### src/rtl/dvp_pattern_tx.sv
// dvp_pattern_tx: DVP camera-bus test-pattern source, RGB565 sent as two bytes per pixel
// with pclk at clk/2 and href/vsync/data launched on pclk falling edges.
module dvp_pattern_tx #(
    parameter int H_ACTIVE    = 640,
    parameter int H_BLANK     = 144,
    parameter int V_ACTIVE    = 480,
    parameter int VSYNC_LINES = 4,
    parameter int V_BACK      = 8,
    parameter int V_FRONT     = 2
) (
    input  logic        clk,
    input  logic        rst,
    input  logic        en,
    input  logic [1:0]  mode,
    input  logic [15:0] solid_rgb,
    output logic        pclk,
    output logic        href,
    output logic        vsync,
    output logic [7:0]  camera_data,
    output logic        frame_start,
    output logic [7:0]  frame_cnt,
    output logic        busy
);
    localparam int LINE = 2 * H_ACTIVE + H_BLANK;
    localparam logic [15:0] BAR_W = 16'(H_ACTIVE / 8);
    localparam logic [15:0] BARS [8] = '{16'hFFFF, 16'hFFE0, 16'h07FF, 16'h07E0,
                                         16'hF81F, 16'hF800, 16'h001F, 16'h0000};

    typedef enum logic [2:0] {IDLE, VSYNC, VBACK, ACTIVE, VFRONT} state_t;

    state_t      state, state_nx;
    logic [15:0] hcnt, vcnt, h_nx, v_nx, lines, x, pix, solid_r;
    logic [1:0]  mode_r;
    logic [2:0]  bar;
    logic        tick, enter, end_line, end_state, href_nx;

    // tick marks the clk on which pclk falls: one pclk period has elapsed
    always_comb begin
        tick      = state != IDLE && pclk;
        enter     = state == IDLE && en;
        lines     = state == VSYNC ? 16'(VSYNC_LINES) : state == VBACK ? 16'(V_BACK) :
                    state == ACTIVE ? 16'(V_ACTIVE) : 16'(V_FRONT);
        end_line  = hcnt == 16'(LINE - 1);
        end_state = end_line && vcnt == lines - 16'd1;
        h_nx      = end_line ? 16'd0 : hcnt + 16'd1;
        v_nx      = end_state ? 16'd0 : end_line ? vcnt + 16'd1 : vcnt;
        state_nx  = state;
        if (enter)
            state_nx = VSYNC;
        else if (tick && end_state)
            state_nx = state == VSYNC ? VBACK : state == VBACK ? ACTIVE :
                       state == ACTIVE ? VFRONT : en ? VSYNC : IDLE;
        x         = h_nx >> 1;
        bar       = 3'(x / BAR_W);
        pix       = mode_r == 2'd0 ? BARS[bar] :
                    mode_r == 2'd1 ? {x[4:0], x[5:0], x[4:0]} :
                    mode_r == 2'd2 ? {16{x[4] ^ v_nx[4] ^ frame_cnt[0]}} : solid_r;
        href_nx   = state_nx == ACTIVE && h_nx < 16'(2 * H_ACTIVE);
    end

    always_ff @(posedge clk) begin
        if (rst) begin
            state       <= IDLE;
            hcnt        <= '0;
            vcnt        <= '0;
            pclk        <= 1'b0;
            href        <= 1'b0;
            vsync       <= 1'b0;
            camera_data <= '0;
            frame_start <= 1'b0;
            frame_cnt   <= '0;
            mode_r      <= '0;
            solid_r     <= '0;
        end else begin
            state       <= state_nx;
            pclk        <= state != IDLE && !pclk;
            frame_start <= state_nx == VSYNC && (state == IDLE || state == VFRONT);
            if (tick) begin
                hcnt        <= h_nx;
                vcnt        <= v_nx;
                href        <= href_nx;
                camera_data <= href_nx ? (h_nx[0] ? pix[7:0] : pix[15:8]) : 8'h00;
            end
            if (enter || tick)
                vsync <= state_nx == VSYNC;
            if (state_nx == VSYNC && state != VSYNC) begin
                mode_r  <= mode;
                solid_r <= solid_rgb;
            end
            if (tick && end_state && state == VFRONT)
                frame_cnt <= frame_cnt + 8'd1;
        end
    end

    assign busy = state != IDLE;
endmodule

### config.mk
export PLATFORM = sky130hd
export DESIGN_NAME = dvp_pattern_tx
export DESIGN_NICKNAME = d
export VERILOG_FILES = /design/src/rtl/dvp_pattern_tx.sv
export SDC_FILE = /design/constraint.sdc
export NUM_CORES = 1
export LEC_CHECK = 0
export ABC_CLOCK_PERIOD_IN_PS = 10800
export CAP_MARGIN = 20
export CORE_ASPECT_RATIO = 1.5
export CORE_MARGIN = 2
export CORE_UTILIZATION = 36
export DETAILED_ROUTE_END_ITERATION = 12
export PLACE_DENSITY_LB_ADDON = 0.3
export SYNTH_ARGS = -nofsm -noshare
export SYNTH_HDL_FRONTEND = slang
export SYNTH_SLANG_ARGS = --single-unit
### constraint.sdc
create_clock -name clk -period 10.8 [get_ports clk]
set_input_delay 1.62 -clock clk [delete_from_list [all_inputs] [get_ports clk]]
set_output_delay 1.62 -clock clk [all_outputs]
set_load 0.02 [all_outputs]
Word-level counts from Yosys, hierarchy flattened:

Memories as Yosys holds them, arrays and structs flattened.
Cells that the tools add are included.

* divide/modulo/power cells: 1
* reductions and logical operators: 17
* bitwise logic cells: 3
* mux-type cells: 19
* magnitude comparators: 2
* equality and inequality tests: 11
* $add $sub $neg: 4

Operators with widths (number)
* two-way mux 16 bit: 8
* adder 16 x 1 -> 16 bit, second input constant: 2
* two-way mux 9 bit: 3
* divider 15 x 7 -> 16 bit, second input constant: 1
* == test 16 x 11 -> 1 bit, second input constant: 1
* == test 16 bit: 1
* < comparator 16 x 11 -> 1 bit, second input constant: 1
* two-way mux 8 bit: 2
* two-way mux 3 bit: 5
* subtractor 9 x 1 -> 10 bit, second input constant: 1
* == test 3 x 2 -> 1 bit, second input constant: 3
* logical AND 1 bit: 9
* adder 8 x 1 -> 8 bit, second input constant: 1
* == test 3 x 1 -> 1 bit, second input constant: 2
* greater-or-equal comparator 4 bit, second input constant: 1
* inverter 3 -> 4 bit: 1
* == test 3 bit, second input constant: 1
* logical NOT 3 bit: 1
* != test 3 x 1 -> 1 bit, second input constant: 1
* nonzero test 3 bit: 1
* == test 2 x 1 -> 1 bit, second input constant: 1
* == test 2 bit, second input constant: 1
* logical NOT 2 bit: 1
* logical OR 1 bit: 2
* 5 further kinds: 6

* register bits: 73
* memories: 1
* ROM bits: 128

Memories
* (no name shown): words 8, width 16, rd ports 1, clocked after memory_dff 0, write ports 0, line 55 `pix = mode_r == 2'd0 ? BARS[bar] :`

Logic depth before layout (Yosys ltp):

Gate-level depths: netlist of run 1.

* depth after elaboration: 15
* depth in mapped cells: 18
* depth with buffers taken out: 17

Least setup slack after synthesis of run 1:

No wires, ideal clock.

* path type: register to register
* start point: reg hcnt[0]
* end point: reg camera_data[2]
* period minus slack after synthesis: 3809 ps
* stages on the path, launching flop included: 16
* data required time: 10726 ps
* data arrival time: 3735 ps
* buffers on the path: 1
* slack: 6991 ps
* path through: dfxtp_1 -> ha_1 -> nand3_1 -> or4_1 -> a21oi_1 -> a32oi_1 -> o32ai_1 -> a31oi_1 -> and2_1 -> buf_6 -> maj3_2 -> a221o_1 -> o311ai_2 -> a32oi_1 -> or2_0 -> o21ai_0

* cells in the longest elaborated chain, start to end: 10
* elaborated cells between the ends (all ways): 24
* classes of those cells: 1 x add/sub; 1 x div; 1 x order compare; 2 x eq/ne; 12 x mux; 3 x bitwise; 3 x reduce/logical; 1 x memory

Ends and longest elaborated chain
* start, declared: line 32 `logic [15:0] hcnt, vcnt, h_nx, v_nx, lines, x, pix, solid_r;`
* start signal, assigned: line 79 `hcnt <= h_nx;`
* adder 16 x 1 -> 16 bit / == test 16 x 11 -> 1 bit (equally long branches): line 45, 43
* two-way mux 16 bit, or another cell as far along: line 45 `h_nx = end_line ? 16'd0 : hcnt + 16'd1;`
* divider 15 x 7 -> 16 bit / two-way mux 16 bit (equally long branches): line 54, 46
* inverter 3 -> 4 bit (not written as such) / XOR 1 bit (equally long branches): line 55, 57
* memory (8 x 16 bit) / XOR 1 bit (equally long branches)
* two-way mux 16 bit, on equally long branches: line 55, 57
* two-way mux 16 bit, on equally long branches: line 55, 56
* two-way mux 16 bit: line 55
* two-way mux 8 bit: line 82 `camera_data <= href_nx ? (h_nx[0] ? pix[7:0] : pix[15:8]) : 8'h00;`
* two-way mux 8 bit (*): line 82
* end signal, assigned: line 82
* end, declared: line 19 `output logic [7:0] camera_data,`

Mark *: on every way between the ends. The rest lies on a longest branch, timed or not. The select of a mux whose other input is x is not followed.
A chain may end at the register's enable or synchronous reset.

Worst setup path in the final report of run 1:

* start point: reg hcnt[0]
* end point: reg camera_data[7]

The elaborated chain is that of the path after synthesis.

==> results of run 1 <==
==> final cells by class <==
type | count | area [sq um] | area share (%)
Inverter | 10 | 37.5 | 0.682
Clock inverter | 4 | 76.3 | 1.39
Sequential cell | 73 | 1460 | 26.6
Tap cell | 159 | 199 | 3.62
Timing Repair Buffer | 42 | 413 | 7.51
Multi-Input combinational cell | 502 | 3070 | 55.8
Clock buffer | 11 | 243 | 4.41
==> sequential cells by signal, indices dropped and copies added (netlist names) <==
register and count:
pclk 1, state 3, frame_cnt 8, hcnt 16, vsync 1, solid_r 16, camera_data 8, href 1
mode_r 2, frame_start 1, vcnt 16
==> worst paths after layout <==
path / depth (start not counted) / end / start / slack (ns)
max: 14 / camera_data[7]$_SDFFE_PP0P_ / hcnt[0]$_SDFFE_PP0P_ / 6.35
min reg2reg: 2 / href$_SDFFE_PP0P_ / href$_SDFFE_PP0P_ / 0.46
max reg2reg: 14 / camera_data[7]$_SDFFE_PP0P_ / hcnt[0]$_SDFFE_PP0P_ / 6.35
min: 2 / href$_SDFFE_PP0P_ / href$_SDFFE_PP0P_ / 0.46
==> synthesized netlist by cell type, types with 3 or more instances <==
cell type and count:
o31ai_1 5, mux2i_1 27, xor2_1 25, or3_1 9, or4_1 4, nand4_1 12
buf_6 4, and4_1 3, xnor2_1 18, a211oi_1 4, nand3_1 23, nor4_1 10
a32oi_1 5, and3_1 11, ha_1 5, nor2b_1 4, a21o_1 5, nor3_1 20
clkbuf_1 27, a22oi_1 7, buf_2 3, dfxtp_1 73, nand2_1 62, nand2b_1 13
o21ai_0 36, or2_2 5, a31oi_1 11, o22ai_1 4, inv_1 9, nor2_1 83
nand3b_1 3, and2_1 4, a21oi_1 42
==> power breakdown <==
group          total (W)  switching [W]  internal [W]  leakage [nW]
clock network   0.000318       0.000110      0.000208         0.152
logic          0.0000458      0.0000248     0.0000210          1.28
registers       0.000282     0.00000640      0.000276         0.592
==> layer usage <==
metal	global-route usage [%]	vias up	share of wire (%)
met2	32.1	98	53
met3	2.64	16	3.2
met1	20.3	2090	42
li1	-	2273	-
met4	6.94	0	2.1
met5	0	-	0
==> logic make-up (layout without fill, tap and decap cells) <==
logic type / after synthesis / after routing / synth area share [%]
AO/OA/AOI/OAI: 145 / 145 / 19.6
XOR/XNOR: 43 / 43 / 7.92
buffers and inverters: 48 / 67 / 4.63
flip-flops: 73 / 73 / 30.7
multiplexers: 29 / 29 / 6.24
adder cells (fa/ha/maj): 6 / 6 / 1.55
AND/OR/NAND/NOR: 279 / 279 / 29.3
==> worst reg2reg max path, cell delays in order (launching register included) <==
cell and delay (ns):
dfxtp_1 0.44, ha_1 0.28, nand3_1 0.25, nor4_2 0.52
xor2_1 0.54, a32oi_1 0.23, o32ai_1 0.30, a31oi_1 0.15
and2_1 0.38, maj3_2 0.35, a221o_1 0.36, o311ai_2 0.14
nor2b_1 0.26, a22oi_1 0.09, o21ai_0 0.10
==> cell usage in the layout (no fill, tap or decap), drive strengths merged, types with 7 or more instances in the layout <==
cell type	count
a21oi	43
a22oi	7
a31oi	11
and3	11
clkbuf	11
clkdlybuf4s50	40
dfxtp	73
inv	10
mux2i	27
nand2	62
nand2b	13
nand3	25
nand4	12
nor2	83
nor3	21
nor4	11
o21ai	38
or3	10
xnor2	18
xor2	25
==> per-stage QoR <==
step	setup slack, ns	total power, W	area [sq um]
after floorplan	6.99	0.000316	4750
after global placement	6.43	0.000333	5180
after detailed placement	6.41	0.000334	5180
after CTS	6.38	0.000655	5500
after global routing	6.00	0.000668	5500
final	6.35	0.000646	5500
==> out/qor.csv, run 1 <==
stage,metric,value,unit
sta,setup_tns,0,ns
sta,"Hold Vio Cnt, Final",0,
layout,# nets final,664,
drt,Post-Route WL,12300,microns
sta,Final Cycle Share,41.2,%
layout,Area growth syn-to-layout,15.7,%
clocking,clock tree buffer depth,2,
clocking,CTS Buf Count,9,
power,PD cells,117,nW/um^2
yosys,post-synth top area share,30.7,%
worst_setup_path,Critical Path Max Stage Delay,0.54,ns
clocking,clock latency on the worst-skew pair,0.33,ns
sta,Clock Skews,0.00499,ns
layout,fill count,1326,
yosys,synth unique cells,73,
clocking,clk slew on worst S/H paths,0.06,ns
grt,All-Layer GR Usage,17.5,%
power,Leakage,2.02,nW
flow_run,max_cap viols,0,
layout,post-route insts no fill,801,
min_path,worst min path class,reg2reg,
drt,vias post-DR,4477,
sta,fin crit period,4.45,ns
sta,worst hold slack,0.463,ns
yosys,cell area after synthesis,4750,sq um
placed_design,port bufs,41,
placed_design,Post-DP HPWL,9040,microns
clocking,CTS Hold Buffers Added,0,
layout,Ant. Diodes,0,
yosys,asr flop ratio synth,0,%
clocking,H-tree levels,3,
clocking,post-CTS setup buffer count,0,
drt,post-route ant nets,0,
yosys,Mapped Cells,623,
worst_setup_path,CP max FO,10,
drt,drt first pass iters,5,
yosys,"top cells by area, synth","dfxtp_1 (31%), nor2_1 (6.6%), mux2i_1 (5.7%)",
yosys,Post-synth EDFFs,0,
clocking,CTS resizes,0,
yosys,Mean Syn Cell Area,7.63,sq um
layout,share of post-route cells with drive strength above 1,5.45,%
worst_setup_path,Required @ worst endpoint,11.05,ns
grt,number of global-route vias before repair,4280,
placed_design,Final Wtd Congestion,0.875,
sta,Worst slew margin,33.1,%
clocking,CTS tree,built,
die,Die H,145,microns
worst_setup_path,Bufs and invs on worst path,0,
drt,wire length per cell,15.4,microns
placed_design,placed insts,786,
worst_setup_path,Worst Path Arrival,4.70,ns
worst_setup_path,Crit. End Element,flip-flop,
yosys,"Top FF cell, synth",dfxtp_1,
sta,final setup fails,0,
power,Max VDD drop,133,uV
grt,first-pass GRT wire length,20400,microns
yosys,Syn. warnings,0,
drt,# DRC,0,
yosys,Yosys top cell by area,dfxtp_1,
die,io pins,42,
drt,vias per std cell,5.59,
worst_setup_path,worst path cell trace,"ha_1, nand3_1, nor4_2, xor2_1, a32oi_1, o32ai_1, a31oi_1, and2_1, maj3_2, a221o_1, o311ai_2, nor2b_1, a22oi_1, o21ai_0",
sta,Fmax,225,MHz
worst_setup_path,slowest library cell on the worst path,xor2_1,
outcome,outcome,"finished, final reports clean",
sta,worst slew pin tran,1.00,ns
die,Initial Util,36.7,%
sta,max-slew violation count,0,
sta,RSZ-0062 raised after global routing,false,
layout,Layout Utilization,42.5,%
die,die area,14200,sq um
grt,grt ovf,0,
worst_setup_path,Startpoint Class,flip-flop,
grt,largest net degree at the start of global routing,59,
worst_setup_path,Crit Path Category,reg2reg,
grt,initial antenna violation count,0,
yosys,Yosys reg bits,73,
yosys,register area share after synthesis,30.7,%
clocking,Sink Count,73,
die,die width,97.8,microns
clocking,clk root buf,clkbuf_16,
worst_setup_path,top cell family by delay on the critical path,simple AND/OR/NAND/NOR gates,
die,row cnt,51,
drt,DR iter-0 viols,274,
die,core box area,13000,sq um
yosys,net count after synthesis,649,
Note: power is estimated with default switching activity, not from simulation.
==> run 2: changes to the inputs <==
ABC_CLOCK_PERIOD_IN_PS = 3700   (was 10800)
clock period = 3.7 ns   (was 10.8 ns; I/O delays follow)
==> run 2 against run 1 <==
Effect of this change: the flow now finishes with violations (setup timing); clock skew is 0.0055 ns higher; clock power grew to 2.9 times the previous value; global-route usage grew 2.3 points; sequential power increased to 2.9 times the previous value; flip-flop and latch count is the same; count of clock-buffer cells in the layout down 1; die area is the same; setup slack lost 6.4 ns; critical path type unchanged.
==> out/qor.csv, run 2 (synthesis results as in run 1) <==
stage,metric,value,unit,change
clocking,CTS Buf Count,9,,unchanged
die,row cnt,51,,unchanged
clocking,clk slew on worst S/H paths,0.06,ns,about the same
min_path,worst hold start,href$_SDFFE_PP0P_,,unchanged
worst_setup_path,Startpoint Class,flip-flop,,unchanged
worst_setup_path,Worst Path Arrival,3.98,ns,was 4.70 ns
drt,drt first pass iters,4,,was 5
clocking,CTS tree,built,,unchanged
clocking,Sink Count,73,,unchanged
worst_setup_path,CP max FO,10,,unchanged
sta,fin crit period,3.72,ns,was 4.45 ns
layout,Finished Cell Area,6450,sq um,was 5500 sq um
worst_setup_path,worst path cell trace,"nand4_1, or4_4, mux2_4, buf_4, a211oi_1, o21ai_2, o2bb2ai_4, nand2b_4, a21oi_2, nor3_1, o211ai_2, a21oi_2, o2111ai_1, a31oi_1",,"was ha_1, nand3_1, nor4_2, xor2_1, a32oi_1, o32ai_1, a31oi_1, and2_1, maj3_2, a221o_1, o311ai_2, nor2b_1, a22oi_1, o21ai_0"
sta,Clock Skews,0.0104,ns,was 0.00499 ns
grt,largest net degree at the start of global routing,34,,was 59
layout,share of post-route cells with drive strength above 1,22.5,%,was 5.45%
grt,number of global-route vias before repair,4910,,was 4280
worst_setup_path,Crit. End Element,flip-flop,,unchanged
drt,# DRC,0,,unchanged
die,Initial Util,36.7,%,unchanged
grt,initial antenna violation count,0,,unchanged
power,PD cells,295,nW/um^2,was 117 nW/um^2
worst_setup_path,CP Launch Point,hcnt[7]$_SDFFE_PP0P_,,was hcnt[0]$_SDFFE_PP0P_
power,Leakage,2.56,nW,was 2.02 nW
layout,Top Registers,"hcnt: 16 flops, solid_r: 16 flops, vcnt: 16 flops",,unchanged
die,io pins,42,,unchanged
placed_design,port bufs,41,,unchanged
sta,max-slew violation count,0,,unchanged
drt,DR iter-0 viols,289,,was 274
worst_setup_path,RR Startpoint,hcnt[7]$_SDFFE_PP0P_,,was hcnt[0]$_SDFFE_PP0P_
layout,most frequent cells in the layout,"nor2_1 (81), buf_4 (78), dfxtp_1 (63), nand2_1 (62)",,"was nor2_1 (83), dfxtp_1 (73), nand2_1 (62), a21oi_1 (42), clkdlybuf4s50_1 (40)"
sta,worst hold slack,0.456,ns,was 0.463 ns
clocking,CTS Hold Buffers Added,0,,unchanged
sta,worst slew pin tran,0.618,ns,was 1.00 ns
die,Die H,145,microns,unchanged
drt,wire length per cell,16.2,microns,was 15.4 microns
placed_design,Post-DP Area,5800,sq um,was 5180 sq um
die,core box area,13000,sq um,unchanged
clocking,clk root buf,clkbuf_16,,unchanged
drt,vias post-DR,4972,,was 4477
clocking,clock tree buffer depth,2,,unchanged
die,die width,97.8,microns,unchanged
placed_design,Final Wtd Congestion,0.933,,was 0.875
worst_setup_path,Crit path top cell by count,a21oi_2,,
grt,All-Layer GR Usage,19.8,%,was 17.5%
worst_setup_path,Bufs and invs on worst path,1,,was 0
drt,vias per std cell,5.60,,was 5.59
layout,# nets final,750,,was 664
layout,Layout Utilization,49.8,%,was 42.5%
placed_design,Post-DP HPWL,10600,microns,was 9040 microns
sta,Setup WS post-layout,-0.0248,ns,was 6.35 ns
worst_setup_path,Crit Path Category,reg2reg,,unchanged
sta,Final Cycle Share,101,%,was 41.2%
outcome,outcome,"finished, violations left",,"was finished, final reports clean"
drt,post-route ant nets,0,,unchanged
sta,final setup fails,6,,was 0
sta,Worst slew margin,58.5,%,was 33.1%
grt,first-pass GRT wire length,23000,microns,was 20400 microns
die,die area,14200,sq um,unchanged
grt,grt ovf,0,,unchanged
layout,Ant. Diodes,0,,unchanged
sta,setup_tns,-0.0547,ns,was 0 ns
placed_design,pre-CTS WS,-0.227,ns,was 6.41 ns
worst_setup_path,top cell family by delay on the critical path,compound AO/OA/AOI/OAI gates,,was simple AND/OR/NAND/NOR gates
power,Max VDD drop,382,uV,was 133 uV
sta,RSZ-0062 raised after global routing,true,,was false
clocking,clock latency on the worst-skew pair,0.34,ns,was 0.33 ns
layout,Area growth syn-to-layout,35.7,%,was 15.7%
worst_setup_path,Critical Path Max Stage Delay,0.54,ns,about the same
worst_setup_path,Required @ worst endpoint,3.95,ns,was 11.05 ns
worst_setup_path,slowest library cell on the worst path,or4_4,,was xor2_1
drt,Post-Route WL,14400,microns,was 12300 microns
outcome,failing checks,setup timing,,
min_path,worst min path class,reg2reg,,unchanged
sta,"Hold Vio Cnt, Final",0,,unchanged
clocking,H-tree levels,3,,unchanged
flow_run,max_cap viols,0,,unchanged
sta,Fmax,268,MHz,was 225 MHz
layout,"commonest non-fill, non-tap cell in the layout",nor2_1,,unchanged
==> run 2: cell count changes in the layout (fill, tap and decap cells not counted), sizes merged <==
| cell | before | now |
|---|---|---|
| buf | 2 | 87 |
| clkbuf | 11 | 10 |
| clkinv | 1 | 3 |
| o2bb2ai | 2 | 3 |
==> run 2: final timing paths <==
| check | end | slack [ns] | cells after the start |
|---|---|---|---|
| min | href$_SDFFE_PP0P_ | 0.46 | 2 |
| min reg2reg | href$_SDFFE_PP0P_ | 0.46 | 2 |
| max reg2reg | camera_data[5]$_SDFFE_PP0P_ | -0.02 | 14 |
| max | camera_data[5]$_SDFFE_PP0P_ | -0.02 | 14 |
==> run 2: layer usage <==
metal / up-vias / wire length [microns] / part of all wire, % / track usage [%]
li1: 2452 / - / - / -
met1: 2368 / 5570 / 39 / 20.8
met2: 109 / 7820 / 54 / 38.4
met3: 43 / 413 / 2.9 / 2.88
met4: 0 / 585 / 4.1 / 9.21
met5: - / 0 / 0 / 0
==> run 2: repair_timing <==
| action | 4_1_cts | 5_1_grt |
|---|---|---|
| resized for setup | 29 | 32 |
| setup buffers | 8 | 2 |
| gates cloned | 0 | 1 |
| pin swaps | 14 | 12 |
| endpoints found under the setup margin | 8 | 8 |
==> run 2: metrics by stage <==
stage               instances  power [W]
floorplan                 623   0.000921
global placement          863   0.000981
detailed placement        863   0.000984
CTS                       885    0.00192
global route              888    0.00197
finish                    888    0.00190
==> run 2: worst min-delay path, cell delays in order, from the launching register on <==
cell,delay [ns]
dfxtp_1,0.31
nand2_1,0.05
a21oi_1,0.05
==> run 2: final cells by class <==
| class | count | area [sq um] |
|---|---|---|
| clock inverters | 6 | 90.1 |
| inverters | 10 | 37.5 |
| flip-flops and latches | 73 | 1480 |
| well taps | 159 | 199 |
| clock buffers | 10 | 229 |
| multi-input cells | 503 | 3320 |
| repair buffers | 127 | 1100 |
| fillers | 1265 | 6500 |
==> run 2: where the power goes <==
group          switching [W]  leakage [nW]  total (W)  internal [W]
clock               0.000343         0.153   0.000936      0.000593
combinational      0.0000802          1.81   0.000148     0.0000676
sequential         0.0000160         0.598   0.000820      0.000804
total               0.000440          2.56    0.00190       0.00146
==> run 3: changes to the inputs <==
CTS_BUF_LIST = sky130_fd_sc_hd__clkbuf_4 sky130_fd_sc_hd__clkbuf_8   (was unset)
==> run 3 against run 2 <==
Effect of this change: the run still ends with setup timing left; sequential share of layout area is 0.068 points higher; flip-flop and latch count stayed put; cell count is 0.34% higher; critical path type unchanged; count of clock-buffer cells in the layout stayed put; routed wire length hardly changed; first-iteration DRC count is 15% lower; global-route usage is 0.25 points higher; core utilization is 0.11 points lower; register-to-register slack better by 0.02 ns; combinational power hardly changed; sequential power hardly changed.
==> out/qor.csv, run 3 (synthesis results as in run 1) <==
stage,metric,value,unit,change
clocking,clk slew on worst S/H paths,0.09,ns,was 0.06 ns
worst_setup_path,reg2reg path depth,14,,unchanged
clocking,clock tree buffer depth,2,,unchanged
sta,Setup WS post-layout,-0.00583,ns,was -0.0248 ns
worst_setup_path,Crit path top cell by count,a21oi_1,,was a21oi_2
layout,most frequent cells in the layout,"nor2_1 (82), buf_4 (80), nand2_1 (62), dfxtp_1 (62), clkdlybuf4s50_1 (40)",,"was nor2_1 (81), buf_4 (78), dfxtp_1 (63), nand2_1 (62)"
worst_setup_path,Bufs and invs on worst path,1,,unchanged
worst_setup_path,Worst Path Arrival,3.99,ns,was 3.98 ns
min_path,worst min path class,reg2reg,,unchanged
sta,Final Cycle Share,100,%,was 101%
worst_setup_path,worst path cell trace,"nand4_1, or4_4, mux2_4, buf_4, a211oi_1, o21ai_2, o2bb2ai_4, nand2b_1, a21oi_1, nor4_1, a21oi_1, nand4b_1, nand3_2, o31ai_2",,"was nand4_1, or4_4, mux2_4, buf_4, a211oi_1, o21ai_2, o2bb2ai_4, nand2b_4, a21oi_2, nor3_1, o211ai_2, a21oi_2, o2111ai_1, a31oi_1"
grt,initial antenna violation count,0,,unchanged
min_path,end of the worst hold path,href$_SDFFE_PP0P_,,unchanged
sta,RSZ-0062 raised after global routing,true,,unchanged
die,io pins,42,,unchanged
clocking,H-tree levels,3,,unchanged
worst_setup_path,Required @ worst endpoint,3.98,ns,was 3.95 ns
die,Initial Util,36.7,%,unchanged
clocking,clk root buf,clkbuf_8,,was clkbuf_16
worst_setup_path,CP max FO,10,,unchanged
worst_setup_path,Crit. End Element,flip-flop,,unchanged
grt,All-Layer GR Usage,20.0,%,was 19.8%
die,core box area,13000,sq um,unchanged
sta,Worst slew margin,58.6,%,was 58.5%
drt,wire length per cell,16.1,microns,was 16.2 microns
sta,setup_tns,-0.00583,ns,was -0.0547 ns
outcome,failing checks,setup timing,,unchanged
sta,Fmax,270,MHz,was 268 MHz
layout,"commonest non-fill, non-tap cell in the layout",nor2_1,,unchanged
clocking,Sink Count,73,,unchanged
power,Comb pwr share,8.9,%,was 7.8%
worst_setup_path,Crit Path Category,reg2reg,,unchanged
power,total power,0.00167,W,was 0.00190 W
placed_design,placed insts,863,,unchanged
drt,# DRC,0,,unchanged
layout,share of post-route cells with drive strength above 1,23.8,%,was 22.5%
flow_run,max_cap viols,0,,unchanged
outcome,outcome,"finished, violations left",,unchanged
clocking,CTS Buf Count,9,,unchanged
grt,grt ovf,0,,unchanged
grt,first-pass GRT wire length,23100,microns,was 23000 microns
grt,largest net degree at the start of global routing,34,,unchanged
layout,Layout Utilization,49.7,%,was 49.8%
placed_design,Final Wtd Congestion,0.933,,unchanged
power,PD cells,260,nW/um^2,was 295 nW/um^2
drt,Post-Route WL,14400,microns,about the same
sta,final setup fails,1,,was 6
drt,drt first pass iters,4,,unchanged
worst_setup_path,RR Startpoint,hcnt[7]$_SDFFE_PP0P_,,unchanged
power,Max VDD drop,228,uV,was 382 uV
grt,number of global-route vias before repair,4923,,was 4910
clocking,clock latency on the worst-skew pair,0.36,ns,was 0.34 ns
worst_setup_path,slowest library cell on the worst path,or4_4,,unchanged
die,row cnt,51,,unchanged
sta,fin crit period,3.71,ns,was 3.72 ns
layout,fill count,1271,,was 1265
layout,Ant. Diodes,0,,unchanged
worst_setup_path,Startpoint Class,flip-flop,,unchanged
layout,sequential cell area,1480,sq um,about the same
power,Sw Share,24.7,%,was 23.1%
min_path,worst hold start,href$_SDFFE_PP0P_,,unchanged
clocking,CTS tree,built,,unchanged
power,sequential power share,49.0,%,was 43.1%
drt,vias post-DR,4974,,was 4972
power,Clock power frac,42.2,%,was 49.2%
placed_design,Post-DP Area,5800,sq um,unchanged
layout,post-route insts no fill,891,,was 888
layout,Top Registers,"hcnt: 16 flops, solid_r: 16 flops, vcnt: 16 flops",,unchanged
layout,Multi-input gate area,3370,sq um,was 3320 sq um
layout,# nets final,753,,was 750
worst_setup_path,reg2reg end,camera_data[3]$_SDFFE_PP0P_,,was camera_data[5]$_SDFFE_PP0P_
min_path,hold path cells,2,,unchanged
drt,vias per std cell,5.58,,was 5.60
layout,Area growth syn-to-layout,35.4,%,was 35.7%
power,Psw,0.000412,W,was 0.000440 W
layout,Finished Cell Area,6430,sq um,was 6450 sq um
die,die area,14200,sq um,unchanged
placed_design,port bufs,41,,unchanged
die,die width,97.8,microns,unchanged
worst_setup_path,top cell family by delay on the critical path,simple AND/OR/NAND/NOR gates,,was compound AO/OA/AOI/OAI gates
drt,DR iter-0 viols,246,,was 289
sta,max-slew violation count,0,,unchanged
die,Die H,145,microns,unchanged
sta,worst slew pin tran,0.621,ns,was 0.618 ns
power,Leakage,2.52,nW,was 2.56 nW
drt,post-route ant nets,0,,unchanged
sta,Clock Skews,0.0143,ns,was 0.0104 ns
power,Power Internal,0.00126,W,was 0.00146 W
worst_setup_path,R2R Setup Slk,-0.006,ns,was -0.02 ns
placed_design,Post-DP HPWL,10600,microns,unchanged
sta,"Hold Vio Cnt, Final",0,,unchanged
worst_setup_path,Critical Path Max Stage Delay,0.54,ns,about the same
[run 3: metal layers]
metal  GRT usage [%]  up-vias  wire length [microns]
met4            11.1        0                    462
met1            20.8     2375                   5540
met5               0        -                      0
met2            38.6      113                   7970
li1                -     2454                      -
met3            2.45       32                    409
[run 3: repair_timing]
action | CTS | global route
setup buffers | 7 | 5
pin swaps | 14 | 11
hold buffers | 0 | 0
gates resized for setup | 28 | 44
gates cloned | 0 | 1
setup endpoints to repair | 8 | 8
[run 3: how the worst max path moves through the flow]
stage,from,endpoint,cells after the start
5_1_grt,hcnt[7]$_SDFFE_PP0P_,camera_data[3]$_SDFFE_PP0P_,14
3_3_place_gp,hcnt[3]$_SDFFE_PP0P_,camera_data[3]$_SDFFE_PP0P_,15
4_1_cts,hcnt[7]$_SDFFE_PP0P_,camera_data[7]$_SDFFE_PP0P_,15
3_5_place_dp,hcnt[10]$_SDFFE_PP0P_,camera_data[7]$_SDFFE_PP0P_,14
2_1_floorplan,hcnt[0]$_SDFFE_PP0P_,camera_data[2]$_SDFFE_PP0P_,15
6_report,hcnt[7]$_SDFFE_PP0P_,camera_data[3]$_SDFFE_PP0P_,14
[run 3: power groups by stage]
stage | sequential (W) | clock (W) | combinational (W)
final | 0.000818 | 0.000705 | 0.000148
after global routing | 0.000821 | 0.000751 | 0.000163
after CTS | 0.000819 | 0.000720 | 0.000148
after detailed placement | 0.000837 | 0 | 0.000146
after global placement | 0.000837 | 0 | 0.000144
after floorplan | 0.000832 | 0 | 0.0000894
[run 3: layout make-up]
type	count	share of cell area, %
Inverter	10	0.583
Multi-Input combinational cell	503	52.4
Clock buffer	10	2.04
Timing Repair Buffer	130	17.5
Tap cell	159	3.09
Clock inverter	6	1.40
Sequential cell	73	23.0
[run 3: stage by stage]
step / hold slack (ns) / setup slack (ns)
detailed placement: 0.449 / -0.227
floorplan: 0.458 / 0.00313
global placement: 0.444 / -0.155
global route: 0.483 / -0.165
CTS: 0.460 / 0.000309
finish: 0.459 / -0.00583
[run 3: worst reg2reg max path, stage by stage, from the launching register on]
cell	delay, ns
dfxtp_2	0.33
nand4_1	0.15
or4_4	0.54
mux2_4	0.32
buf_4	0.18
a211oi_1	0.35
o21ai_2	0.17
o2bb2ai_4	0.31
nand2b_1	0.21
a21oi_1	0.11
nor4_1	0.35
a21oi_1	0.07
nand4b_1	0.12
nand3_2	0.14
o31ai_2	0.27
